--- src/rtl/reg_wb_pkg.sv ---
// rtl/reg_wb_pkg.sv - shared defaults and entry type for the write-back controller
package reg_wb_pkg;

    localparam int WB_DATA_W = 32;
    localparam int WB_ADDR_W = 2;
    localparam int WB_DEPTH  = 4;

    typedef struct packed {
        logic [WB_ADDR_W-1:0] dst;
        logic [WB_DATA_W-1:0] data;
    } wb_entry_t;

endpackage

--- src/rtl/reg_wb_ctrl_fifo.sv ---
// rtl/reg_wb_ctrl_fifo.sv - wb_fifo: in-order result queue with per-entry visibility
module wb_fifo #(
    parameter int DATA_W = 32,
    parameter int ADDR_W = 2,
    parameter int DEPTH  = 4
) (
    input  logic                          clk,
    input  logic                          rst,
    input  logic                          push,
    input  logic [ADDR_W-1:0]             push_reg,
    input  logic [DATA_W-1:0]             push_data,
    input  logic                          pop,
    output logic [ADDR_W-1:0]             head_reg,
    output logic [DATA_W-1:0]             head_data,
    output logic [$clog2(DEPTH):0]        count,
    output logic                          full,
    output logic                          empty,
    output logic [DEPTH-1:0]              ent_valid,
    output logic [DEPTH-1:0][ADDR_W-1:0]  ent_reg
);

    localparam int PTR_W = $clog2(DEPTH);

    logic [DEPTH-1:0][ADDR_W-1:0] reg_mem;
    logic [DEPTH-1:0][DATA_W-1:0] data_mem;
    logic [PTR_W-1:0]             rd_ptr;
    logic [PTR_W-1:0]             wr_ptr;
    logic                         do_push;
    logic                         do_pop;

    assign full    = (count == (PTR_W+1)'(DEPTH));
    assign empty   = (count == '0);
    assign do_push = push & ~full;
    assign do_pop  = pop & ~empty;

    assign head_reg  = reg_mem[rd_ptr];
    assign head_data = data_mem[rd_ptr];
    assign ent_reg   = reg_mem;

    // Pointers and occupancy; pointers wrap naturally because DEPTH is a power of 2
    always_ff @(posedge clk or posedge rst) begin
        if (rst) begin
            rd_ptr <= '0;
            wr_ptr <= '0;
            count  <= '0;
        end else begin
            if (do_push) wr_ptr <= wr_ptr + PTR_W'(1);
            if (do_pop)  rd_ptr <= rd_ptr + PTR_W'(1);
            case ({do_push, do_pop})
                2'b10:   count <= count + 1'b1;
                2'b01:   count <= count - 1'b1;
                default: count <= count;
            endcase
        end
    end

    // Entry storage; contents are don't-care until pushed, so no reset
    always_ff @(posedge clk) begin
        if (do_push) begin
            reg_mem[wr_ptr]  <= push_reg;
            data_mem[wr_ptr] <= push_data;
        end
    end

    // A slot is live when its distance from the head is below the occupancy
    always_comb begin
        ent_valid = '0;
        for (int i = 0; i < DEPTH; i++) begin
            ent_valid[i] = ({1'b0, PTR_W'(i) - rd_ptr} < count);
        end
    end

endmodule

--- src/rtl/reg_wb_ctrl.sv ---
// rtl/reg_wb_ctrl.sv - write-back arbiter, queue and register-file writer (option: REG_WB_SCOREBOARD_EN)
module reg_wb_ctrl
    import reg_wb_pkg::*;
#(
    parameter int DATA_W = WB_DATA_W,
    parameter int ADDR_W = WB_ADDR_W,
    parameter int DEPTH  = WB_DEPTH
) (
    input  logic                   clk,
    input  logic                   reset,
    input  logic                   alu_valid,
    input  logic [ADDR_W-1:0]      alu_reg,
    input  logic [DATA_W-1:0]      alu_data,
    output logic                   alu_ready,
    input  logic                   mem_valid,
    input  logic [ADDR_W-1:0]      mem_reg,
    input  logic [DATA_W-1:0]      mem_data,
    output logic                   mem_ready,
    output logic                   regwrite,
    output logic [ADDR_W-1:0]      writereg,
    output logic [DATA_W-1:0]      writedata,
    input  logic [ADDR_W-1:0]      readreg1,
    input  logic [ADDR_W-1:0]      readreg2,
    output logic                   pend1,
    output logic                   pend2,
    output logic [$clog2(DEPTH):0] count
);

    logic                         push;
    logic [ADDR_W-1:0]            push_reg;
    logic [DATA_W-1:0]            push_data;
    logic                         pop;
    logic [ADDR_W-1:0]            head_reg;
    logic [DATA_W-1:0]            head_data;
    logic                         full;
    logic                         empty;
    logic [DEPTH-1:0]             ent_valid;
    logic [DEPTH-1:0][ADDR_W-1:0] ent_reg;

    // Readies look only at registered occupancy; memory always wins a tie
    assign mem_ready = ~full;
    assign alu_ready = ~full & ~mem_valid;

    assign push      = (mem_valid & mem_ready) | (alu_valid & alu_ready);
    assign push_reg  = mem_valid ? mem_reg  : alu_reg;
    assign push_data = mem_valid ? mem_data : alu_data;
    assign pop       = ~empty;

    wb_fifo #(
        .DATA_W (DATA_W),
        .ADDR_W (ADDR_W),
        .DEPTH  (DEPTH)
    ) u_fifo (
        .clk       (clk),
        .rst       (reset),
        .push      (push),
        .push_reg  (push_reg),
        .push_data (push_data),
        .pop       (pop),
        .head_reg  (head_reg),
        .head_data (head_data),
        .count     (count),
        .full      (full),
        .empty     (empty),
        .ent_valid (ent_valid),
        .ent_reg   (ent_reg)
    );

    // Registered write port: one queue head per cycle, index/data hold when idle
    always_ff @(posedge clk or posedge reset) begin
        if (reset) begin
            regwrite  <= 1'b0;
            writereg  <= '0;
            writedata <= '0;
        end else if (pop) begin
            regwrite  <= 1'b1;
            writereg  <= head_reg;
            writedata <= head_data;
        end else begin
            regwrite  <= 1'b0;
        end
    end

`ifdef REG_WB_SCOREBOARD_EN
    // Hazard probe: a read index is pending if it is being written now or still queued
    always_comb begin
        pend1 = regwrite && (writereg == readreg1);
        pend2 = regwrite && (writereg == readreg2);
        for (int i = 0; i < DEPTH; i++) begin
            if (ent_valid[i] && (ent_reg[i] == readreg1)) pend1 = 1'b1;
            if (ent_valid[i] && (ent_reg[i] == readreg2)) pend2 = 1'b1;
        end
    end
`else
    logic unused_sb;
    assign unused_sb = ^{ent_valid, ent_reg, readreg1, readreg2};
    assign pend1 = 1'b0;
    assign pend2 = 1'b0;
`endif

endmodule
--- config.mk ---
export PLATFORM = sky130hd
export DESIGN_NAME = reg_wb_ctrl
export DESIGN_NICKNAME = d
export VERILOG_FILES = /design/src/rtl/reg_wb_pkg.sv /design/src/rtl/reg_wb_ctrl_fifo.sv /design/src/rtl/reg_wb_ctrl.sv
export SDC_FILE = /design/constraint.sdc
export NUM_CORES = 1
export LEC_CHECK = 0
export ABC_CLOCK_PERIOD_IN_PS = 2720
export CAP_MARGIN = 25
export CELL_PAD_IN_SITES_DETAIL_PLACEMENT = 1
export CELL_PAD_IN_SITES_GLOBAL_PLACEMENT = 2
export CORE_UTILIZATION = 39
export DETAILED_ROUTE_END_ITERATION = 12
export PLACE_DENSITY = 0.81
export SYNTH_ARGS = -nofsm -noshare
export SYNTH_HDL_FRONTEND = slang
export SYNTH_SLANG_ARGS = --single-unit
--- constraint.sdc ---
create_clock -name clk -period 2.72 [get_ports clk]
set_clock_uncertainty 0.1 [all_clocks]
set_input_delay 0.544 -clock clk [delete_from_list [all_inputs] [get_ports clk]]
set_output_delay 0.544 -clock clk [all_outputs]
set_load 0.05 [all_outputs]
==> results.json, run 1 <==
{
  "outcome": "finished clean",
  "fmax_mhz": 395,
  "ys.warnings.count": 0,
  "cts.clk_slew.worst_paths_ns": 0.06,
  "critPathMaxStageDelay_ns": 0.46,
  "crit_path_end_kind": "primary output",
  "initial_core_util": 0.398,
  "start_kind": "flip-flop",
  "p_leak_uw": 0.00333,
  "cts_resized": 1,
  "crit_required_ns": 2.08,
  "die_h_um": 137,
  "dpl.hpwl_mm": 9.64,
  "peakVddDrop_mv": 0.739,
  "setup_slack_ns": 0.186,
  "cp_slowest_cell": "dfrtp_1",
  "slew_viol_final": 0,
  "design.die.area_sq_um": 18800,
  "io_pins": 118,
  "antenna_cells": 0,
  "drc": 0,
  "final_nets": 616,
  "avgSynthCellArea_sq_um": 17.5,
  "cts_tree": "built",
  "cp_max_fo": 6,
  "cp.arrival_ns": 1.89,
  "yosys_most_used_dff": "edfxtp_1",
  "finalSetupViolations": 0,
  "final_antenna_net_count": 0,
  "synth_edf_count": 136,
  "dp.cells": 745,
  "postCtsHoldBufs": 0,
  "timing_worst_setup_path_type": "flip-flop to primary output",
  "clock_latency_ns": 0.42,
  "pre_cts_ws_ns": 0.172,
  "drtIter0Drc": 243,
  "synth_top_cell_area_share": 0.573,
  "dieWidth_um": 137,
  "hold_path.class": "primary input to asynchronous set/reset pin",
  "rows": 49,
  "clock_sinks": 178,
  "overflow": 0,
  "drv_cap": 0,
  "netlist_instances": 408,
  "layout-drive-gt1-share": 0.215,
  "fin_crit_sh": 0.932,
  "wl_per_cell_um": 18.8,
  "vias": 3866,
  "synth-seq-cells": 178,
  "fin_util": 0.507,
  "tns_ns": 0,
  "grtUsageTotal": 0.170,
  "path_buf_inv": 1,
  "hold_violations": 0,
  "ys_seq_area_frac": 0.721,
  "synth.distinct_cells": 27,
  "cts_buffers": 17,
  "grt_max_degree": 38,
  "viasPerCell": 4.98,
  "cts-htree-levels": 4,
  "antenna_found_initial": 0,
  "syn_area_sq_um": 7120,
  "synth.most_common_cell": "edfxtp_1",
  "core-area_sq_um": 17900,
  "pwr_density_cell_nw_per_um2": 1160,
  "place.gp.congestion": 0.679,
  "yosys.area.top_type": "edfxtp_1",
  "largest_register_ffs": 128,
  "grt_pass1_vias": 4104,
  "totalWireLength_mm": 14.6,
  "fin_cells": 777,
  "slew_headroom": 0.394,
  "post_cts_buffers": 0,
  "layout_min_cycle_time_ns": 2.53,
  "worst_pin_slew_ns": 0.909,
  "clock_path_buffers": 2,
  "synth_area_leaders": "edfxtp_1, dfrtp_1, mux4_2",
  "async_flop_share": 0.236,
  "crit_chain": "nor2_1, nand2_1, dlygate4sd2_1",
  "clockRootBuffer": "clkbuf_16",
  "drt_first_pass_iters": 4,
  "area_growth_pct": 27.4,
  "rsz0062_at_grt": "false",
  "io_buffers": 111,
  "grt_pass1_wl_mm": 22.8,
  "ys_top_cells_by_count": "edfxtp_1, nand2_1, dfrtp_1",
  "critical-path-top-delay-family": "simple AND/OR/NAND/NOR gates"
}
## final cells by class
type / count / area (sq um)
clock buffers: 26 / 489
clock inverters: 6 / 56.3
repair buffers: 128 / 1270
inverters: 6 / 22.5
multi-input cells: 204 / 1810
fillers: 1683 / 8830
well taps: 229 / 287
flip-flops and latches: 178 / 5140
## metal layers
metal  global-route usage  vias up  wire length (um)
met5                    0        -                 0
met4               0.0586        0               170
met1                0.207     2000              5950
met3               0.0426       13               595
li1                     -     1765                 -
met2                0.294       88              7870
## worst paths after layout
path	startpoint	to	slack, ns	cells after the start
worst max-delay path	u_fifo.count[0]	mem_ready	0.19	3
worst min-delay path	reset	writedata[23]	0.33	2
worst max register to register	u_fifo.count[0]	u_fifo.count[2]	0.56	7
worst min register to register	writedata[29]	writedata[29]	0.37	2
max in group asynchronous	reset	u_fifo.rd_ptr[1]	1.62	3
min in group clk	writedata[29]	writedata[29]	0.37	2
## logic make-up after synthesis
group | Yosys count | share of synthesized area
fa+ha+maj | 5 | 0.00984
compound gates | 11 | 0.00896
flops | 178 | 0.721
other cells | 1 | 0.000526
xor+xnor | 3 | 0.00369
mux | 69 | 0.166
simple gates | 114 | 0.0645
buf+inv | 27 | 0.0258
## placed cells by master (no fill, tap or decap), types with 3 or more instances in the layout
cell type	n
edfxtp_1	136
clkdlybuf4s50_1	108
nand2_1	104
dfrtp_1	40
mux2_2	35
mux4_2	28
clkbuf_16	17
buf_4	15
mux4_1	6
clkbuf_1	6
inv_1	4
and2_2	4
a21oi_1	4
ha_1	4
xnor2_1	3
o21ai_0	3
clkinv_2	3
clkbuf_8	3
buf_12	3
## where the power goes
part	internal [uW]	switching, uW	leakage [uW]	total, uW
clock	1330	942	0.000266	2270
combinational	1590	2250	0.00132	3840
sequential	3940	511	0.00174	4450
total	6860	3700	0.00333	10600
## stage by stage
stage,area (sq um),hold WS [ns],total power [uW]
after floorplan,7130,0.434,7090
after global placement,8530,0.350,8260
after detailed placement,8530,0.358,8430
after CTS,9070,0.331,10700
after global routing,9070,0.364,11100
final,9070,0.331,10600
(Power assumes the default switching activity.)
==> run 2: changes to the inputs <==
--- a/config.mk
+++ b/config.mk
@@ -15,3 +15,4 @@
 export SYNTH_ARGS = -nofsm -noshare
 export SYNTH_HDL_FRONTEND = slang
 export SYNTH_SLANG_ARGS = --single-unit
+export TNS_END_PERCENT = 50
==> results of run 2 <==
Final layout, timing and power as in run 1 (identical DEF).
==> run 3: changes to the inputs <==
--- a/config.mk
+++ b/config.mk
@@ -9,9 +9,11 @@
 export CAP_MARGIN = 25
 export CELL_PAD_IN_SITES_DETAIL_PLACEMENT = 1
 export CELL_PAD_IN_SITES_GLOBAL_PLACEMENT = 2
+export CORE_MARGIN = 5
 export CORE_UTILIZATION = 39
 export DETAILED_ROUTE_END_ITERATION = 12
 export PLACE_DENSITY = 0.81
+export RECOVER_POWER = 50
 export SYNTH_ARGS = -nofsm -noshare
 export SYNTH_HDL_FRONTEND = slang
 export SYNTH_SLANG_ARGS = --single-unit
==> results.json, run 3 (synthesis results as in run 1) <==
{
  "largest_register_ffs": 128,
  "crit_chain": "clkdlybuf4s50_1",
  "mostFrequentLayoutCell": "edfxtp_1",
  "power.total_uw": 10800,
  "rrSetupSlack_ns": 0.45,
  "dieWidth_um": 145,
  "fmax_mhz": 412,
  "antenna_found_initial": 0,
  "p_sw_frac": 0.346,
  "antenna_cells": 0,
  "dpl.hpwl_mm": 10.2,
  "timing_worst_setup_path_type": "flip-flop to primary output",
  "p_sw_uw": 3750,
  "postCtsHoldBufs": 0,
  "fin_util": 0.507,
  "design.die.area_sq_um": 21100,
  "clock_latency_ns": 0.43,
  "comb_power_share": 0.365,
  "cts_tree": "built",
  "critPathMaxStageDelay_ns": 0.86,
  "p_int_uw": 7090,
  "drt_first_pass_iters": 4,
  "final_nets": 614,
  "grt_pass1_vias": 4532,
  "cts_buffers": 17,
  "clock_sinks": 178,
  "totalWireLength_mm": 15.3,
  "crit_required_ns": 2.08,
  "worst_pin_slew_ns": 1.36,
  "cp_slowest_cell": "clkdlybuf4s50_1",
  "cts-htree-levels": 4,
  "clockRootBuffer": "clkbuf_16",
  "grt_pass1_wl_mm": 25.0,
  "place.gp.congestion": 0.706,
  "rows": 49,
  "initial_core_util": 0.397,
  "start_kind": "flip-flop",
  "fillers": 1709,
  "p_leak_uw": 0.00335,
  "power_frac_clock": 0.230,
  "grtUsageTotal": 0.152,
  "final_antenna_net_count": 0,
  "ff_latch_area_sq_um": 5140,
  "drtIter0Drc": 214,
  "rsz0062_at_grt": "false",
  "worstSetupStartpoint": "u_fifo.count[2]",
  "cp.arrival_ns": 1.78,
  "core-area_sq_um": 18000,
  "hold_violations": 0,
  "final_cell_mix": "edfxtp_1, clkdlybuf4s50_1, nand2_1",
  "cp_max_fo": 9,
  "overflow": 0,
  "drv_cap": 0,
  "post_cts_buffers": 0,
  "grt_max_degree": 38,
  "peakVddDrop_mv": 0.571,
  "die_h_um": 145,
  "layout-drive-gt1-share": 0.143,
  "timing.rr.start": "u_fifo.count[2]",
  "fin_crit_sh": 0.892,
  "multi_input_area_sq_um": 1800,
  "layout_min_cycle_time_ns": 2.43,
  "viasPerCell": 5.01,
  "wl_per_cell_um": 19.7,
  "reg2reg_to": "u_fifo.count[1]",
  "hold_slack_ns": 0.365,
  "min_path_cells": 2,
  "worst-path-stages": 1,
  "slew_viol_final": 0,
  "power_frac_seq": 0.405,
  "min_to": "writedata[25]",
  "vias": 3880,
  "hold_path.class": "flip-flop to flip-flop",
  "pwr_density_cell_nw_per_um2": 1190,
  "crit_path_end_kind": "primary output",
  "finalSetupViolations": 0,
  "drc": 0,
  "io_pins": 118,
  "io_buffers": 111,
  "path_buf_inv": 1,
  "critical-path-top-delay-family": "buffers and inverters",
  "outcome": "finished clean",
  "cts.clk_slew.worst_paths_ns": 0.06,
  "tns_ns": 0,
  "reg2reg_depth": 4,
  "clock_path_buffers": 2,
  "area_growth_pct": 28.0,
  "slew_headroom": 0.0893,
  "worstHoldStart": "writedata[25]"
}
## run 3: cell type report
cell class                      count  area share
Tap cell                          229      0.0314
Clock buffer                       21      0.0483
Sequential cell                   178       0.564
Timing Repair Buffer              126       0.139
Multi-Input combinational cell    204       0.198
Clock inverter                     11      0.0177
Inverter                            6     0.00247
## run 3: through the flow
stage	setup slack (ns)	cells	cell area [sq um]
2_1_floorplan	0.147	409	7130
3_3_place_gp	0.225	743	8540
3_5_place_dp	0.156	743	8540
4_1_cts	0.0146	775	9140
5_1_grt	0.198	775	9120
6_report	0.293	775	9120
## run 3: per-layer routing
metal / up-vias / global-route usage / wire [um] / part of all wire
met3: 17 / 0.0380 / 645 / 0.042
met2: 103 / 0.271 / 8220 / 0.54
met1: 1999 / 0.180 / 6170 / 0.40
met4: 0 / 0.0522 / 223 / 0.015
li1: 1761 / - / - / -
met5: - / 0 / 0 / 0
## run 3: power groups by stage
| stage | combinational [uW] | clock, uW | sequential [uW] |
|---|---|---|---|
| 5_1_grt | 4230 | 2680 | 4490 |
| 6_report | 3960 | 2490 | 4390 |
| 4_1_cts | 4080 | 2550 | 4430 |
| 3_3_place_gp | 3930 | 0 | 4380 |
| 2_1_floorplan | 1850 | 0 | 5240 |
| 3_5_place_dp | 4040 | 0 | 4470 |
## run 3: what timing repair did
item,CTS,global route
hold endpoints to repair,0,0
resized for setup,1,1
gates cloned,0,0
setup endpoints to repair,1,1
## run 3: worst max path at each step
stage	to	slack [ns]
6_report	count[2]	0.29
5_1_grt	u_fifo.count[1]	0.20
4_1_cts	mem_ready	0.01
3_5_place_dp	u_fifo.count[2]	0.16
3_3_place_gp	u_fifo.count[2]	0.22
2_1_floorplan	u_fifo.data_mem[0]	0.15
